$ cat src/rtl/qerv_lsu.sv
// Nibble-serial load/store unit: gathers serial store data, runs one 32-bit data-bus
// transaction, and streams the aligned, extended load result back one slice per cycle.
module qerv_lsu #(
    parameter int unsigned BITS_PER_CYCLE = 4
) (
    input  logic                      i_clk,
    input  logic                      i_rst,
    input  logic                      i_start,
    input  logic                      i_we,
    input  logic [1:0]                i_size,
    input  logic                      i_signed,
    input  logic [1:0]                i_lsb,
    input  logic [31:0]               i_adr,
    input  logic                      i_en,
    input  logic [BITS_PER_CYCLE-1:0] i_rs2,
    output logic [31:0]               o_dbus_adr,
    output logic [31:0]               o_dbus_dat,
    output logic [3:0]                o_dbus_sel,
    output logic                      o_dbus_we,
    output logic                      o_dbus_cyc,
    input  logic [31:0]               i_dbus_rdt,
    input  logic                      i_dbus_ack,
    output logic [BITS_PER_CYCLE-1:0] o_rd,
    output logic                      o_rd_valid,
    output logic                      o_misalign,
    output logic                      o_busy,
    output logic                      o_done
);

    localparam int unsigned XLEN = 32;
    localparam int unsigned SW   = BITS_PER_CYCLE;
    localparam int unsigned CW   = 3;
    localparam int unsigned SELW = 4;

    localparam logic [1:0]    SZ_BYTE  = 2'b00;
    localparam logic [1:0]    SZ_HALF  = 2'b01;
    localparam logic [CW-1:0] CNT_LAST = '1;

    typedef enum logic [1:0] {
        S_IDLE  = 2'd0,
        S_FILL  = 2'd1,
        S_BUS   = 2'd2,
        S_DRAIN = 2'd3
    } state_t;

    state_t            r_state;
    logic [CW-1:0]     r_cnt;
    logic [XLEN-1:0]   r_data;
    logic [XLEN-1:0]   r_adr;
    logic              r_we;
    logic [1:0]        r_size;
    logic              r_signed;
    logic [1:0]        r_lsb;
    logic              r_ext;
    logic              r_cyc;
    logic              r_dbus_we;
    logic [SELW-1:0]   r_sel;
    logic [XLEN-1:0]   r_dat;
    logic              r_done;
    logic              r_misalign;
    logic              r_busy;

    state_t            w_state_nxt;
    logic [CW-1:0]     w_cnt_nxt;
    logic [XLEN-1:0]   w_data_nxt;
    logic [XLEN-1:0]   w_adr_nxt;
    logic              w_we_nxt;
    logic [1:0]        w_size_nxt;
    logic              w_signed_nxt;
    logic [1:0]        w_lsb_nxt;
    logic              w_ext_nxt;
    logic              w_cyc_nxt;
    logic              w_dbus_we_nxt;
    logic [SELW-1:0]   w_sel_nxt;
    logic [XLEN-1:0]   w_dat_nxt;
    logic              w_done_nxt;
    logic              w_misalign_nxt;

    logic [XLEN-1:0]   w_fill_data;
    logic [XLEN-1:0]   w_rdt_aligned;
    logic              w_ack_ext;
    logic              w_start_misaligned;
    logic              w_slice_real;
    logic              w_unused;

    // Byte enables for the addressed lane(s).
    function automatic logic [SELW-1:0] f_sel(input logic [1:0] size, input logic [1:0] lsb);
        case (size)
            SZ_BYTE: f_sel = SELW'(4'b0001 << lsb);
            SZ_HALF: f_sel = lsb[1] ? 4'b1100 : 4'b0011;
            default: f_sel = 4'b1111;
        endcase
    endfunction

    // Store data replicated across all lanes so the slave picks it up from any lane.
    function automatic logic [XLEN-1:0] f_dat(input logic [1:0] size, input logic [XLEN-1:0] data);
        case (size)
            SZ_BYTE: f_dat = {4{data[7:0]}};
            SZ_HALF: f_dat = {2{data[15:0]}};
            default: f_dat = data;
        endcase
    endfunction

    assign w_unused           = ^i_adr[1:0];
    assign w_fill_data        = {i_rs2, r_data[XLEN-1:SW]};
    assign w_rdt_aligned      = i_dbus_rdt >> {r_lsb, 3'b000};
    assign w_start_misaligned = ((i_size == SZ_HALF) & i_lsb[0]) | (i_size[1] & (i_lsb != 2'b00));

    // Extension bit is taken from the aligned value at ack, before the drain shifts it out.
    assign w_ack_ext = r_signed & ((r_size == SZ_BYTE) ? w_rdt_aligned[7]  :
                                   (r_size == SZ_HALF) ? w_rdt_aligned[15] : 1'b0);

    assign w_slice_real = (r_size == SZ_BYTE) ? (r_cnt < CW'(2)) :
                          (r_size == SZ_HALF) ? (r_cnt < CW'(4)) : 1'b1;

    // Next-state and next-register logic.
    always_comb begin
        w_state_nxt    = r_state;
        w_cnt_nxt      = r_cnt;
        w_data_nxt     = r_data;
        w_adr_nxt      = r_adr;
        w_we_nxt       = r_we;
        w_size_nxt     = r_size;
        w_signed_nxt   = r_signed;
        w_lsb_nxt      = r_lsb;
        w_ext_nxt      = r_ext;
        w_cyc_nxt      = r_cyc;
        w_dbus_we_nxt  = r_dbus_we;
        w_sel_nxt      = r_sel;
        w_dat_nxt      = r_dat;
        w_done_nxt     = 1'b0;
        w_misalign_nxt = 1'b0;

        case (r_state)
            S_IDLE: begin
                if (i_start) begin
                    if (w_start_misaligned) begin
                        w_misalign_nxt = 1'b1;
                    end else begin
                        w_adr_nxt    = {i_adr[XLEN-1:2], 2'b00};
                        w_we_nxt     = i_we;
                        w_size_nxt   = i_size;
                        w_signed_nxt = i_signed;
                        w_lsb_nxt    = i_lsb;
                        w_cnt_nxt    = '0;
                        if (i_we) begin
                            w_state_nxt = S_FILL;
                        end else begin
                            w_state_nxt   = S_BUS;
                            w_cyc_nxt     = 1'b1;
                            w_dbus_we_nxt = 1'b0;
                            w_sel_nxt     = f_sel(i_size, i_lsb);
                        end
                    end
                end
            end

            S_FILL: begin
                if (i_en) begin
                    w_data_nxt = w_fill_data;
                    w_cnt_nxt  = r_cnt + CW'(1);
                    if (r_cnt == CNT_LAST) begin
                        w_state_nxt   = S_BUS;
                        w_cyc_nxt     = 1'b1;
                        w_dbus_we_nxt = r_we;
                        w_sel_nxt     = f_sel(r_size, r_lsb);
                        w_dat_nxt     = f_dat(r_size, w_fill_data);
                    end
                end
            end

            S_BUS: begin
                if (i_dbus_ack) begin
                    w_cyc_nxt     = 1'b0;
                    w_dbus_we_nxt = 1'b0;
                    w_sel_nxt     = '0;
                    if (r_we) begin
                        w_state_nxt = S_IDLE;
                        w_done_nxt  = 1'b1;
                    end else begin
                        w_state_nxt = S_DRAIN;
                        w_data_nxt  = w_rdt_aligned;
                        w_ext_nxt   = w_ack_ext;
                        w_cnt_nxt   = '0;
                    end
                end
            end

            S_DRAIN: begin
                if (i_en) begin
                    w_data_nxt = r_data >> SW;
                    w_cnt_nxt  = r_cnt + CW'(1);
                    if (r_cnt == CNT_LAST) begin
                        w_state_nxt = S_IDLE;
                        w_done_nxt  = 1'b1;
                    end
                end
            end

            default: begin
                w_state_nxt = S_IDLE;
            end
        endcase
    end

    // State and datapath registers.
    always_ff @(posedge i_clk) begin
        if (i_rst) begin
            r_state    <= S_IDLE;
            r_cnt      <= '0;
            r_data     <= '0;
            r_adr      <= '0;
            r_we       <= 1'b0;
            r_size     <= '0;
            r_signed   <= 1'b0;
            r_lsb      <= '0;
            r_ext      <= 1'b0;
            r_cyc      <= 1'b0;
            r_dbus_we  <= 1'b0;
            r_sel      <= '0;
            r_dat      <= '0;
            r_done     <= 1'b0;
            r_misalign <= 1'b0;
            r_busy     <= 1'b0;
        end else begin
            r_state    <= w_state_nxt;
            r_cnt      <= w_cnt_nxt;
            r_data     <= w_data_nxt;
            r_adr      <= w_adr_nxt;
            r_we       <= w_we_nxt;
            r_size     <= w_size_nxt;
            r_signed   <= w_signed_nxt;
            r_lsb      <= w_lsb_nxt;
            r_ext      <= w_ext_nxt;
            r_cyc      <= w_cyc_nxt;
            r_dbus_we  <= w_dbus_we_nxt;
            r_sel      <= w_sel_nxt;
            r_dat      <= w_dat_nxt;
            r_done     <= w_done_nxt;
            r_misalign <= w_misalign_nxt;
            r_busy     <= (w_state_nxt != S_IDLE);
        end
    end

    assign o_dbus_adr = r_adr;
    assign o_dbus_dat = r_dat;
    assign o_dbus_sel = r_sel;
    assign o_dbus_we  = r_dbus_we;
    assign o_dbus_cyc = r_cyc;
    assign o_misalign = r_misalign;
    assign o_busy     = r_busy;
    assign o_done     = r_done;

    // The result slice is handed over in the same cycle the register file enables it.
    assign o_rd_valid = (r_state == S_DRAIN) & i_en;
    assign o_rd       = o_rd_valid ? (w_slice_real ? r_data[SW-1:0] : {SW{r_ext}}) : '0;

endmodule

$ cat config.mk
export PLATFORM = sky130hd
export DESIGN_NAME = qerv_lsu
export DESIGN_NICKNAME = d
export VERILOG_FILES = /design/src/rtl/qerv_lsu.sv
export SDC_FILE = /design/constraint.sdc
export NUM_CORES = 1
export LEC_CHECK = 0
export ABC_CLOCK_PERIOD_IN_PS = 2100
export BUFFER_PORTS_ARGS = -buffer_cell sky130_fd_sc_hd__buf_2
export CAP_MARGIN = 20
export CORE_UTILIZATION = 35
export CTS_CLUSTER_SIZE = 28
export DETAILED_ROUTE_END_ITERATION = 12
export PLACE_DENSITY_LB_ADDON = 0.25
export SYNTH_ARGS = -nofsm -noshare
export SYNTH_HDL_FRONTEND = slang
export SYNTH_SLANG_ARGS = --single-unit
export TNS_END_PERCENT = 20
$ cat constraint.sdc
create_clock -name i_clk -period 2.1 [get_ports i_clk]
set_input_delay 0.21 -clock i_clk [delete_from_list [all_inputs] [get_ports i_clk]]
set_output_delay 0.21 -clock i_clk [all_outputs]
set_load 0.01 [all_outputs]
==> results of run 1 <==
[metal layers]
| layer | up-vias | GRT usage | part of all wire |
|---|---|---|---|
| li1 | 2684 | - | - |
| met1 | 2404 | 0.250 | 0.44 |
| met2 | 157 | 0.353 | 0.48 |
| met3 | 17 | 0.0599 | 0.064 |
| met4 | 0 | 0.0637 | 0.015 |
| met5 | - | 0 | 0 |
[sequential cells by signal, indices dropped and copies added, names as in the netlist, 2 cells and up]
| name | cells |
|---|---|
| o_dbus_adr | 30 |
| o_dbus_dat | 32 |
| o_dbus_sel | 4 |
| r_cnt | 3 |
| r_data | 32 |
| r_lsb | 2 |
| r_size | 2 |
| r_state | 2 |
[layout by cell type (no fill, tap or decap), types with 7 or more instances in the layout]
master / count
a22oi_1: 7
a21oi_1: 80
nor2b_1: 11
inv_1: 8
buf_12: 7
mux2i_1: 37
nor2_1: 71
a211oi_1: 41
nand2_1: 147
buf_4: 17
clkinv_2: 7
dfxtp_1: 114
clkbuf_16: 17
buf_2: 151
a211o_1: 7
a32oi_1: 16
o21ai_0: 30
a311oi_1: 8
[path summary, 6_finish.rpt]
kind,startpoint,endpoint,slack (ns),depth (start not counted)
max,r_state[0],o_busy,0.15,7
min,i_adr[22],o_dbus_adr[22],0.03,3
min reg2reg,o_dbus_adr[25],o_dbus_adr[25],0.45,2
max reg2reg,r_state[0],o_busy,0.15,7
[cells by family (layout without fill, tap and decap cells)]
family,after synthesis,count (layout),synth area share
and+or+nand+nor,253,253,0.196
AOI/OAI and AO/OA,205,205,0.245
DFF,115,115,0.419
buffers and inverters,64,215,0.0520
muxes,39,39,0.0716
adders and majority gates,7,7,0.0160
other,1,3,0.000683
[what timing repair did]
action | CTS | global route
gates resized for setup | 1 | 3
setup endpoints to repair | 1 | 22
setup buffers | 0 | 0
[final cells by class]
type,instances,area [sq um]
inverter,8,30.0
timing repair buffer,175,1020
fill,1543,8120
tap,211,264
clock inverter,12,163
antenna,1,2.50
sequential,115,2300
multi-input combinational,506,2910
clock buffer,20,437
[power by group through the flow]
stage               Sequential [uW]  Combinational (uW)  Clock (uW)
CTS                            3020                2710        3040
floorplan                      2910                1900           0
finish                         3030                2700        2980
global placement               3060                2660           0
detailed placement             3060                2690           0
global route                   3070                3020        3150
[critical path, delay by kind of cell (launching register included)]
kind / cells / cell delay, ns
AO/OA/AOI/OAI: 4 / 0.83
flip-flops: 1 / 0.38
buffers and inverters: 1 / 0.12
AND/OR/NAND/NOR: 1 / 0.19
adder cells (fa/ha/maj): 1 / 0.31
[per-stage QoR]
stage / instances / instance area (sq um)
2_1_floorplan: 685 / 5490
3_3_place_gp: 1015 / 6530
3_5_place_dp: 1015 / 6530
4_1_cts: 1047 / 7130
5_1_grt: 1047 / 7130
6_report: 1048 / 7130
==> summary.md, run 1 <==
| Metric | Value |
|---|---|
| Seq/Total Area, Yosys | 0.419 |
| Cts bufs inserted | 17 |
| Largest net degree at the start of global routing | 62 |
| CP Data Required Time | 2.38 ns |
| Startpoint Class | flip-flop |
| Avg Cell Area, Syn | 8.02 sq um |
| Clock tree buffer depth | 2 |
| Yosys warns | 0 |
| Pre-CTS WS | 0.0955 ns |
| Count leader, synth | nand2_1 |
| CP endpoint kind | flip-flop |
| PortBufs | 152 |
| CTS Hold Bufs | 0 |
| Post-synth ARST share | 0 |
| RSZ-0062 raised after global routing | no |
| CP cell instances | inv_1, ha_1, nor2b_1, a21o_1, a2111oi_1, a311o_1, a21oi_1 |
| Vias in the first global route | 5072 |
| WHS | 0.0250 ns |
| Max cap viols | 0 |
| Top post-synthesis cells by count | nand2_1, dfxtp_1, a21oi_1, nor2_1, a211oi_1 |
| Number of synthesized register bits | 115 |
| Top Ports | 157 |
| CP arrival | 2.23 ns |
| Antenna violations before repair | 0 |
| Min-delay worst type | in -> reg |
| Core Box Area | 0.0153 sq mm |
| Gate power share | 0.310 |
| Post-synth top area share | 0.419 |
| Gpl congestion | 0.812 |
| Sw Pwr | 3010 uW |
| Slowest-stage cell, CP | a2111oi_1 |
| DR iter-0 viols | 351 |
| Row cnt | 45 |
| Clk sinks | 115 |
| Flop pwr share | 0.347 |
| Fin util | 0.468 |
| Max_slew headroom | 0.546 |
| Setup CP Type | reg -> reg |
| Synth area leader | dfxtp_1 |
| Router iterations before antenna repair | 7 |
| Maximum operating frequency | 513 MHz |
| CTS tree | done |
| Status | complete, no violations |
| Max incr delay on CP | 0.40 ns |
| GR Util All Layers | 0.207 |
| PwrDens | 1220 mW/mm^2 |
| Gr ovfl total | 0 |
| Pint | 5700 uW |
| Power Total | 8710 uW |
| Die extent in y | 127 um |
| Number of enable flip-flop cells after synthesis | 0 |
| Library cells used by synthesis | 46 |
| Period minus WS final | 1.95 ns |
| Die width | 127 um |
| Fin. Hold Viols | 0 |
| Root buffer cell | clkbuf_16 |
| Dominant cells by area after synthesis | dfxtp_1, nand2_1, a21oi_1 |
| Cells after Synth | 684 |
| Initial Util | 0.360 |
| Peak supply drop | 0.622 mV |
| Fin Setup TNS | 0 ns |
| Post-detailed-route count of antenna-violating nets | 0 |
| Final Max Tran Viols | 0 |
| Number of remaining DRC errors | 0 |
| Skew-Pair Late Insertion Delay | 0.42 ns |
| Worst Skew | 0.00689 ns |
| Max Fanout on Critical Path | 6 |
| Clock transition at path regs | 0.05 ns |
| Lkg Pwr | 0.00284 uW |
| Share of power burned in the clock network | 0.342 |
| Die area | 0.0162 sq mm |
| Share of cells above drive strength 1 | 0.270 |
| H-Tree Depth | 4 |
| Sw Ratio | 0.346 |
| Final period util | 0.928 |
| Slew @ Worst Pin | 0.680 ns |
| First-pass GRT wire length | 26.1 mm |
| Worst setup margin | 0.151 ns |
| Main flop type after synthesis | dfxtp_1 |
| Wirelength, routed | 16.1 mm |
| Routed vias/inst | 5.02 |
| Wire per inst | 15.4 um |
| DP Wirelength | 11.7 mm |
| Total number of vias | 5262 |
| Area growth from synthesis to layout | 30.0% |
| Mapped Area | 0.00549 sq mm |
| Final setup violation count | 0 |
| Final nets | 909 |
(Power assumes the default switching activity.)
==> run 2: changes to the inputs <==
- REMOVE_ABC_BUFFERS: not set -> 1
==> run 2 against run 1 <==
  * Routed wire length is 0.28% higher
  * Total power is 0.84% lower
  * Clock skew is 0.0017 ns higher
  * Critical endpoint is now o_rd[0]
  * First-iteration DRC count is 18% lower
  * Clock power is 2% lower
  * Hold slack worse by 0.0049 ns
  * Highest routed layer is now met5
==> summary.md, run 2 (synthesized netlist as in run 1, its figures left out) <==
| Metric | Value |
|---|---|
| Vias in the first global route | 4949 (-2.4%) |
| Worst setup margin | 0.166 ns (+0.0150 ns) |
| Wirelength, routed | 16.2 mm (+0.28%) |
| CP arrival | 1.72 ns (-0.51 ns) |
| CP Data Required Time | 1.89 ns (-0.49 ns) |
| Initial Util | 0.360 (unchanged) |
| Diodes inserted | 0 (-1) |
| Total number of vias | 5379 (+2.2%) |
| Die width | 127 um (unchanged) |
| GR Util All Layers | 0.202 (-0.00425) |
| Worst Skew | 0.00859 ns (+0.00170 ns) |
| Area growth from synthesis to layout | 30.4% |
| Die extent in y | 127 um (unchanged) |
| Max cap viols | 0 (unchanged) |
| Period minus WS final | 1.93 ns (-0.0150 ns) |
| Finished Cell Area | 0.00716 sq mm (+0.32%) |
| Router iterations before antenna repair | 5 (-2) |
| WHS | 0.0202 ns (-0.00488 ns) |
| Root buffer cell | clkbuf_16 |
| Antenna violations before repair | 1 (+1) |
| Final setup violation count | 0 (unchanged) |
| Peak supply drop | 0.634 mV (+2.1%) |
| HP Start | i_adr[9] |
| Met3 wire length | 1.22 mm (+17%) |
| Clk sinks | 115 (unchanged) |
| Max_slew headroom | 0.608 (+0.0623) |
| Skew-Pair Late Insertion Delay | 0.42 ns (about the same) |
| Share of cells above drive strength 1 | 0.277 (+0.00705) |
| Most common cell after layout, fill and taps aside | buf_2 |
| Final Max Tran Viols | 0 (unchanged) |
| Routed vias/inst | 5.12 (+1.9%) |
| Die area | 0.0162 sq mm (unchanged) |
| First-pass GRT wire length | 25.8 mm (-1.2%) |
| Highest Signal Layer | met5 |
| R2R cell count | 8 (+1) |
| Hold endpoint | o_dbus_adr[9] |
| Fin util | 0.469 (+0.00148) |
| Hold-critical path depth | 3 (unchanged) |
| Min-delay worst type | in -> reg |
| Clock tree buffer depth | 2 (unchanged) |
| Status | complete, no violations |
| Gr ovfl total | 0 (unchanged) |
| Setup CP Type | reg -> out |
| PwrDens | 1210 mW/mm^2 (-1.2%) |
| Row cnt | 45 (unchanged) |
| Cts bufs inserted | 17 (unchanged) |
| Gpl congestion | 0.844 (+3.9%) |
| Most frequent cells in the layout | buf_2, nand2_1, dfxtp_1 |
| DR iter-0 viols | 288 (-18%) |
| Reg-to-Reg End | o_dbus_sel[2] |
| Maximum operating frequency | 517 MHz (+0.78%) |
| Top Ports | 157 (unchanged) |
| Clock transition at path regs | 0.05 ns (about the same) |
| CP endpoint kind | output port |
| Startpoint Class | flip-flop |
| PortBufs | 152 (unchanged) |
| Largest net degree at the start of global routing | 64 (+3.2%) |
| Number of remaining DRC errors | 0 (unchanged) |
| Wire per inst | 15.4 um (about the same) |
| CTS tree | done |
| Final period util | 0.921 (-0.00716) |
| Setup bufs post-CTS | 0 (unchanged) |
| Post-detailed-route count of antenna-violating nets | 0 (unchanged) |
| RSZ-0062 raised after global routing | no |
| Fin. Hold Viols | 0 (unchanged) |
| Lkg Pwr | 0.00286 uW (+0.57%) |
| FF-to-FF setup slack | 0.18 ns (+0.03 ns) |
| Slew @ Worst Pin | 0.587 ns (-0.0925 ns) |
| Max Fanout on Critical Path | 5 (-1) |
| Final nets | 914 (+0.55%) |
| Routed wl met2 | 7.25 mm (-7.1%) |
| M1 WL | 7.49 mm (+6.4%) |
| Dpl cell area | 0.00653 sq mm (about the same) |
| H-Tree Depth | 4 (unchanged) |
| DP Wirelength | 10.9 mm (-6.8%) |
| Worst r2r src | r_state[1] |
| Core Box Area | 0.0153 sq mm (unchanged) |
| Pre-CTS WS | 0.101 ns (+0.00563 ns) |
==> run 2: cell count changes in the layout (fill, tap and decap cells not counted), sizes merged <==
cell and delta:
buf +4, bufinv -1, clkbuf +1, clkinv -1, clkinvlp +1, diode -1
==> run 2: repair_timing <==
action | CTS | global route
setup endpoints to repair | 0 | 30
hold buffers | 0 | 0
resized for setup | 0 | 4
==> run 2: critical path: stages, from the launching register on <==
cell and delay (ns):
dfxtp_1 0.32, inv_1 0.11, a21oi_1 0.31, o21ai_0 0.13, a21oi_1 0.26, buf_2 0.18
==> run 2: report_power, final <==
| part | total, uW | internal, uW | leakage [uW] | switching [uW] |
|---|---|---|---|---|
| sequential | 2930 | 2580 | 0.000937 | 346 |
| clock | 2920 | 1900 | 0.000291 | 1020 |
| combinational | 2790 | 1160 | 0.00163 | 1630 |
==> run 2: routing by layer <==
metal,GRT usage,vias to the layer above
met1,0.268,2434
met4,0.0616,2
li1,-,2693
met2,0.315,230
met3,0.0624,20
met5,0,-
==> run 2: metrics by stage <==
stage | TNS, ns | power, uW | instances
after floorplan | -7.81 | 4650 | 629
after global placement | 0 | 5590 | 1019
after detailed placement | 0 | 5610 | 1019
after CTS | 0 | 8590 | 1050
after global routing | 0 | 9170 | 1051
final | 0 | 8630 | 1051
==> run 2: area by class of cell <==
cell class	instances	area, sq um
Clock buffer	20	457
Clock inverter	11	135
Fill cell	1570	8100
Inverter	8	30.0
Multi-Input combinational cell	506	2920
Sequential cell	115	2300
Tap cell	211	264
Timing Repair Buffer	180	1050
==> run 2: worst max-delay path by stage <==
| stage | from | end | slack (ns) | depth (start not counted) |
|---|---|---|---|---|
| after global placement | r_state[0] | o_busy | 0.13 | 7 |
| final | r_size[0] | o_rd[0] | 0.17 | 5 |
| after detailed placement | r_state[0] | o_busy | 0.10 | 7 |
| after CTS | r_state[0] | r_data[18] | 0.06 | 7 |
| after floorplan | r_state[0] | o_dbus_sel[0] | -0.27 | 7 |
| after global routing | r_state[1] | o_dbus_sel[0] | 0.004 | 8 |
